File: config.mk
export PLATFORM = sky130hd
export DESIGN_NAME = barrel_rotate_sequencer
export DESIGN_NICKNAME = d
export VERILOG_FILES = /design/src/rtl/barrel_rotate_sequencer_pkg.sv /design/src/rtl/barrel_rotate_sequencer_shifter.sv /design/src/rtl/barrel_rotate_sequencer.sv
export SDC_FILE = /design/constraint.sdc
export NUM_CORES = 1
export LEC_CHECK = 0
export CORE_ASPECT_RATIO = 0.8
export CORE_MARGIN = 4
export CORE_UTILIZATION = 35
export CTS_BUF_LIST = sky130_fd_sc_hd__clkbuf_4 sky130_fd_sc_hd__clkbuf_8 sky130_fd_sc_hd__clkbuf_16
export DETAILED_ROUTE_END_ITERATION = 7
export PLACE_DENSITY_LB_ADDON = 0.3
export SYNTH_ARGS = -nofsm -noshare
export SYNTH_HDL_FRONTEND = slang
export SYNTH_HIERARCHICAL = 1
export SYNTH_SLANG_ARGS = --single-unit
export TNS_END_PERCENT = 10
File: constraint.sdc
create_clock -name clk -period 2.4 [get_ports clk]
set_input_delay 0.48 -clock clk [delete_from_list [all_inputs] [get_ports clk]]
set_output_delay 0.48 -clock clk [all_outputs]
set_load 0.02 [all_outputs]
File: src/rtl/barrel_rotate_sequencer_pkg.sv
// Shared types and width helpers for the nibble-serial word rotator.
package barrel_rotate_sequencer_pkg;

  typedef enum logic [1:0] {
    IDLE = 2'd0,
    RUN  = 2'd1,
    DONE = 2'd2
  } state_t;

  localparam int unsigned NIB_DEF = 4;

  function automatic int unsigned word_w(input int unsigned nib);
    return 4 * nib;
  endfunction

  function automatic int unsigned amt_w(input int unsigned nib);
    return $clog2(4 * nib);
  endfunction

endpackage

File: src/rtl/barrel_rotate_sequencer_shifter.sv
// 4-bit window shifter: picks a 4-bit slice of a 7-bit window at offset i_sel.
module Four_Bit_Barrel_Shifter (
  input  logic [6:0] i_win,
  input  logic [1:0] i_sel,
  output logic [3:0] o_slice
);

  always_comb begin
    o_slice = i_win[i_sel +: 4];
  end

endmodule

File: src/rtl/barrel_rotate_sequencer.sv
// Multi-cycle W-bit rotator producing one result nibble per cycle through a
// single shared 4-bit window shifter; valid/ready on both sides.
module barrel_rotate_sequencer
  import barrel_rotate_sequencer_pkg::*;
#(
  parameter  int unsigned NIB = NIB_DEF,
  localparam int unsigned W   = word_w(NIB),
  localparam int unsigned AW  = amt_w(NIB),
  localparam int unsigned KW  = $clog2(NIB)
) (
  input  logic          clk,
  input  logic          rst,
  input  logic          in_valid,
  output logic          in_ready,
  input  logic [W-1:0]  in_data,
  input  logic [AW-1:0] in_amt,
  input  logic          in_dir,
  output logic          out_valid,
  input  logic          out_ready,
  output logic [W-1:0]  out_data,
  output logic          busy
);

  state_t        r_state;
  state_t        w_next;
  logic [W-1:0]  r_op;
  logic [AW-1:0] r_amt;
  logic [W-1:0]  r_result;
  logic [KW-1:0] r_k;
  logic [AW-1:0] w_base;
  logic [6:0]    w_win;
  logic [3:0]    w_slice;
  logic          w_last;

  assign w_last = (r_k == KW'(NIB - 1));

  always_ff @(posedge clk) begin
    if (rst) begin
      r_state <= IDLE;
    end else begin
      r_state <= w_next;
    end
  end

  always_comb begin
    w_next = r_state;
    unique case (r_state)
      IDLE:    if (in_valid)  w_next = RUN;
      RUN:     if (w_last)    w_next = DONE;
      DONE:    if (out_ready) w_next = IDLE;
      default:                w_next = IDLE;
    endcase
  end

  // Outputs are forced low while reset is held, whatever state is registered.
  always_comb begin
    in_ready  = ~rst & (r_state == IDLE);
    busy      = ~rst & (r_state != IDLE);
    out_valid = ~rst & (r_state == DONE);
    out_data  = rst ? '0 : r_result;
  end

  // Left rotate by n is a right rotate by (W - n) mod W; 2^AW wrap gives the mod.
  always_ff @(posedge clk) begin
    if (rst) begin
      r_op     <= '0;
      r_amt    <= '0;
      r_result <= '0;
      r_k      <= '0;
    end else begin
      unique case (r_state)
        IDLE: begin
          if (in_valid) begin
            r_op  <= in_data;
            r_amt <= in_dir ? (AW'(0) - in_amt) : in_amt;
            r_k   <= '0;
          end
        end
        RUN: begin
          r_result[{r_k, 2'b00} +: 4] <= w_slice;
          r_k                         <= r_k + 1'b1;
        end
        default: ;
      endcase
    end
  end

  // Window starts at nibble k plus the whole-nibble part of the amount, wrapping mod W.
  always_comb begin
    w_base = {r_k, 2'b00} + {r_amt[AW-1:2], 2'b00};
    w_win  = '0;
    for (int unsigned i = 0; i < 7; i++) begin
      w_win[i] = r_op[w_base + AW'(i)];
    end
  end

  Four_Bit_Barrel_Shifter u_shifter (
    .i_win   (w_win),
    .i_sel   (r_amt[1:0]),
    .o_slice (w_slice)
  );

endmodule

==> results.ini, run 1 <==
[run_status]
status=complete, no violations

[logic_synthesis]
yosysSeqAreaShare=0.3941
synthCells=225
synth_cell_type_count=35
ys_warn_count=6
netlist_area_um2=2032
ys.flop_type=dfxtp_1
syn_nets=257
ys_ff_latch=40
ys_async_sr_fraction=0
syn_area_per_cell_um2=9.031
synth_edf_count=0

[grt]
grt_overflow_total=0
grt_pass1_vias=1580
grt_pass1_wl_um=7431
grt_antenna_before_repair=0
grt_usage=0.1268
grt_start_max_net_pins=28

[timing]
rsz0062_at_grt=no
fin_ws_ns=0.1449
drv_slew=0
setup_tns_ns=0
timing.fmax_mhz=443.4
finalSetupViolCount=0
hold_violations=0
relSlewSlack=0.6897
worst_hold_slack_ns=0.4543
final.min_clock_period_ns=2.255
worstMarginPinSlew_ns=0.4654
fin_crit_sh=0.9396
clock_skew_ns=0.01282

[floorplan]
die_x_um=93.19
chipHeight_um=76.15
top_level_ports=44
initial_core_util=0.3678
design.core.area_um2=5525
fp-row-count=24
die-area_um2=7096

[worst_setup_path]
regToRegSetupSlack_ns=0.14
reg2reg_to=r_result[9]
critPathMaxFanout=9
required_ns=2.58
startpoint=r_k[0]
crit_type=reg2reg
cp-end-kind=flop
regToRegStartpoint=r_k[0]
crit_path_start_kind=flop
worstPathArrival_ns=2.43
r2r_cells=7

[clock_tree]
clk_pin_slew_ns=0.08
clockBufferDepth=2
cts.sink_count=40
cts_tree=built
numCtsBuffers=5
clkLatencyLatePin_ns=0.29
holdBufCountCts=0
htree_levels=2
cts-root-buf=clkbuf_8

[drt]
drtIter0Drc=122
drc_errors=0
wl_per_cell_um=12.57
viasPerCell=4.819
drtPass1Iterations=4
wl_um=4373
drtAntennaViolNets=0
vias=1677

[power]
ir_drop_uv=324.8
power.density_nw_per_um2=542.3
p_leak_nw=0.9952
total_power_mw=1.431

[min_path]
holdPathEnd=r_result[3]
min_path_cells=2
min-delay-start=r_result[3]
hold_class=reg2reg

[placed_design]
place.port_buffers=43
hpwl_um=3296
place_congestion=0.8483
place_area_um2=2550
place_ws_ns=0.09686

[final_layout]
mostFrequentLayoutCells=nand2_1 (46), clkdlybuf4s50_1 (42), dfxtp_1 (40)
area_growth_syn_to_layout_pct=29.86
fill_cells=551
finalNetCount=301
final_common_cell=nand2_1
drive_above_1_share=0.08889
antennaDiodeCount=0
final_area_um2=2639

[run]
max_cap_violations=0

[flip-flops by register name (all words and copies together) (netlist names)]
register,flops
r_amt,4
r_k,2
r_op,16
r_state,2
r_result,16
[synth_stat cells (2+ instances only)]
master,instances,area share
mux2i_1,17,0.084
o2bb2ai_1,5,0.022
nand2_1,46,0.085
mux4_1,4,0.052
nor2b_1,15,0.046
a21oi_1,22,0.054
a211oi_1,3,0.011
nand4_1,4,0.012
buf_2,4,0.0099
a22o_1,4,0.017
ha_1,7,0.043
nor3b_1,3,0.011
nor2_1,10,0.018
dfxtp_1,40,0.39
clkbuf_1,8,0.015
inv_1,10,0.018
o32ai_1,4,0.017
nor3_1,2,0.0049
[worst max-delay path by stage]
| stage | end | slack, ns | depth (start not counted) |
|---|---|---|---|
| floorplan | r_result[10] | 0.11 | 6 |
| global placement | r_result[8] | 0.17 | 7 |
| detailed placement | r_result[10] | 0.1 | 7 |
| CTS | r_result[11] | 0.08 | 7 |
| global route | r_result[9] | 0.009 | 7 |
| finish | r_result[9] | 0.14 | 7 |
[kinds of logic after synthesis]
kind of cell / synth area share
AND/OR/NAND/NOR: 0.2137
AO/OA/AOI/OAI: 0.1324
buffers and inverters: 0.05049
XOR/XNOR: 0.01971
multiplexers: 0.1465
adder cells (fa/ha/maj): 0.04310
flip-flops: 0.3941
[per-layer routing]
| layer | wire length, µm | part of all wire | vias to the layer above | track usage |
|---|---|---|---|---|
| met5 | 0 | 0 | - | 0 |
| met4 | 21 | 0.0048 | 0 | 0.03514 |
| met3 | 255 | 0.058 | 2 | 0.03653 |
| met2 | 1870 | 0.43 | 42 | 0.1776 |
| met1 | 2225 | 0.51 | 765 | 0.1877 |
| li1 | - | - | 868 | - |
[report_power, final]
group,switching [mW],internal [mW],leakage [nW]
sequential,0.0224,0.690,0.326
combinational,0.127,0.135,0.618
clock,0.228,0.229,0.0510
total,0.377,1.05,0.995
[metrics by stage]
stage / cells / utilization
final: 348 / 0.4776
after global routing: 348 / 0.4776
after CTS: 348 / 0.4783
after detailed placement: 340 / 0.4615
after global placement: 340 / 0.4615
after floorplan: 225 / -
[final cells by class]
class,instances,area [µm²],share of cell area
Multi-Input combinational cell,161,1121,0.4248
Clock buffer,6,82.58,0.03129
Sequential cell,40,800.8,0.3035
Inverter,10,37.54,0.01422
Clock inverter,2,10.01,0.003793
Tap cell,78,97.59,0.03698
Timing Repair Buffer,51,489.2,0.1854
[timing repair]
action / CTS / global route
endpoints found under the setup margin: 0 / 11
setup buffers: 0 / 0
resized for setup: 0 / 5
[critical path, stage by stage, from the launching register on]
cell	delay (ns)
dfxtp_1	0.32
ha_1	0.18
xnor3_1	0.26
buf_6	0.18
mux2i_1	0.24
mux2i_1	0.15
mux4_1	0.58
a22o_1	0.23
No activity file was read; power rests on OpenSTA's default activity.
==> run 2, diff against run 1 <==
Settings changed: CORE_MARGIN 4 to unset.
Clock period 2.4 ns to 2.5 ns, I/O delays scaled along.
==> run 2 against run 1 <==
  * Combinational power is 6% lower
  * Clock skew is 0.0091 ns lower
  * Sequential cell count stayed put
  * Maximum frequency is 2.6% lower
  * Clock-buffer cell count is 2 higher
  * Critical path depth is 1 lower
  * Non-clock buffer count is 1 lower
  * Wire length is 4.8% lower
  * Sequential share of layout area hardly changed
  * Setup slack better by 0.040 ns
  * Cell count is 0.29% lower
  * Critical path type unchanged
  * Highest routed layer unchanged
==> results.ini, run 2 (synthesized netlist as in run 1, its figures left out) <==
[run_status]
status=complete, no violations

[floorplan]
top_level_ports=44  ; unchanged
chipHeight_um=70.15  ; -7.9%
design.core.area_um2=5525  ; unchanged
die_x_um=87.19  ; -6.4%
initial_core_util=0.3678  ; unchanged
die-area_um2=6116  ; -14%
fp-row-count=24  ; unchanged

[final_layout]
seq_area_um2=800.8  ; unchanged
drive_above_1_share=0.07063  ; -0.01826
fin_util=0.4778  ; about the same
mostFrequentLayoutCells=nand2_1 (46), clkdlybuf4s50_1 (42), dfxtp_1 (40)
antennaDiodeCount=0  ; unchanged
area_growth_syn_to_layout_pct=29.93  ; about the same
largestRegisters=r_op (16), r_result (16), r_amt (4)
multiInputGateArea_um2=1129  ; +0.67%
layoutNonFillerInstCount=347  ; -0.29%
fill_cells=576  ; +4.5%
finalNetCount=300  ; -0.33%
final_common_cell=nand2_1

[drt]
viasPerCell=4.896  ; +1.6%
drc_errors=0  ; unchanged
wl_per_cell_um=12.00  ; -4.5%
drtAntennaViolNets=0  ; unchanged
wl_um=4164  ; -4.8%
drtPass1Iterations=4  ; unchanged
drtIter0Drc=76  ; -38%
vias=1699  ; +1.3%

[run]
max_cap_violations=0  ; unchanged

[timing]
hold_violations=0  ; unchanged
timing.fmax_mhz=432.0  ; -2.6%
clock_skew_ns=0.003735  ; -0.009086 ns
setup_tns_ns=0  ; unchanged
finalSetupViolCount=0  ; unchanged
relSlewSlack=0.6966  ; +0.006848
drv_slew=0  ; unchanged
fin_crit_sh=0.9260  ; -0.01361
worstMarginPinSlew_ns=0.4551  ; -0.01027 ns
final.min_clock_period_ns=2.315  ; +0.05994 ns
rsz0062_at_grt=no

[clock_tree]
cts-root-buf=clkbuf_8
htree_levels=2  ; unchanged
post_cts_resized=0  ; unchanged
numCtsBuffers=5  ; unchanged
post-cts-setup-buffer-count=0  ; unchanged
cts.sink_count=40  ; unchanged
clkLatencyLatePin_ns=0.29  ; about the same
holdBufCountCts=0  ; unchanged
clk_pin_slew_ns=0.07  ; about the same
clockBufferDepth=2  ; unchanged
cts_tree=built

[grt]
grt_antenna_before_repair=0  ; unchanged
grtUsageMet1=0.2187  ; +0.03098
grt_start_max_net_pins=27  ; -3.6%
grt_overflow_total=0  ; unchanged
grt_usage=0.1520  ; +0.02520
grtUsageMet2=0.2213  ; +0.04378
grt_pass1_vias=1607  ; +1.7%
grt_pass1_wl_um=7362  ; -0.93%
grt_busiest_layer=met2
use_met3=0.03783  ; +0.001300

[worst_setup_path]
regToRegSetupSlack_ns=0.18  ; +0.04 ns
cp_top_family=multiplexers
slowest_delay_ns=0.59  ; about the same
crit_path_start_kind=flop
cp_cell_sequence=xnor3_1 > buf_4 > mux2i_1 > mux2i_1 > mux4_1 > a22o_1
crit_type=reg2reg
worstPathArrival_ns=2.50  ; +0.07 ns
cp_num_cells=6  ; -1
worst_path_max_delay_cell=mux4_1
reg2reg_to=r_result[8]
cp-end-kind=flop
cpMostUsedCell=mux2i_1
regToRegStartpoint=r_k[1]
path_buf_inv=1  ; unchanged
required_ns=2.68  ; +0.10 ns
r2r_cells=6  ; -1
critPathMaxFanout=9  ; unchanged

[placed_design]
placed_cells=339  ; -0.29%
place_congestion=0.7353  ; -13%
place.port_buffers=43  ; unchanged
hpwl_um=3111  ; -5.6%

[power]
p_leak_nw=1.012  ; +1.7%
power.density_nw_per_um2=524.4  ; -3.3%
ir_drop_uv=238.6  ; -27%

[min_path]
min_path_cells=2  ; unchanged
min-delay-start=r_result[1]
hold_class=reg2reg
holdPathEnd=r_result[1]

run 2: changes by cell type in the layout (fill, tap and decap cells not counted):
cell	change
buf_6	-1
clkbuf_4	+2
clkinv_2	-2
mux2i_1	+1
mux2i_2	-1
mux4_1	+3
mux4_2	-3
run 2: metal layers:
| metal | routed length, µm | up-vias |
|---|---|---|
| li1 | - | 878 |
| met2 | 1798 | 37 |
| met1 | 2148 | 779 |
| met3 | 174 | 5 |
| met5 | 0 | - |
| met4 | 43 | 0 |
run 2: where the power goes:
| group | switching, mW | total [mW] | internal, mW |
|---|---|---|---|
| sequential | 0.0207 | 0.683 | 0.662 |
| clock | 0.210 | 0.457 | 0.247 |
| combinational | 0.119 | 0.245 | 0.126 |
run 2: stage by stage:
stage / power [mW] / setup WS, ns / area [µm²] / hold slack (ns)
3_5_place_dp: 0.9430 / 0.1986 / 2542 / 0.4432
3_3_place_gp: 0.9379 / 0.2445 / 2542 / 0.4352
5_1_grt: 1.459 / 0.007484 / 2640 / 0.4787
2_1_floorplan: 0.8582 / 0.2079 / 2032 / 0.4274
6_report: 1.384 / 0.1850 / 2640 / 0.4530
4_1_cts: 1.397 / 0.1875 / 2640 / 0.4547
run 2: worst max path at each step:
stage	start	to	slack [ns]
after floorplan	r_k[0]	r_result[10]	0.21
after CTS	r_k[1]	r_result[9]	0.19
final	r_k[1]	r_result[8]	0.18
after global placement	r_k[1]	r_result[8]	0.24
after detailed placement	r_k[1]	r_result[8]	0.20
after global routing	r_k[1]	r_result[8]	0.007
run 2: worst register-to-register path: stages (launching register included):
cell	delay [ns]
dfxtp_1	0.39
xnor3_1	0.45
buf_4	0.21
mux2i_1	0.20
mux2i_1	0.13
mux4_1	0.59
a22o_1	0.24
run 2: cell type report:
class,instances,share of cell area
inverter,10,0.01422
tap,78,0.03697
sequential,40,0.3033
multi-input combinational,161,0.4275
clock buffer,8,0.03697
timing repair buffer,50,0.1810
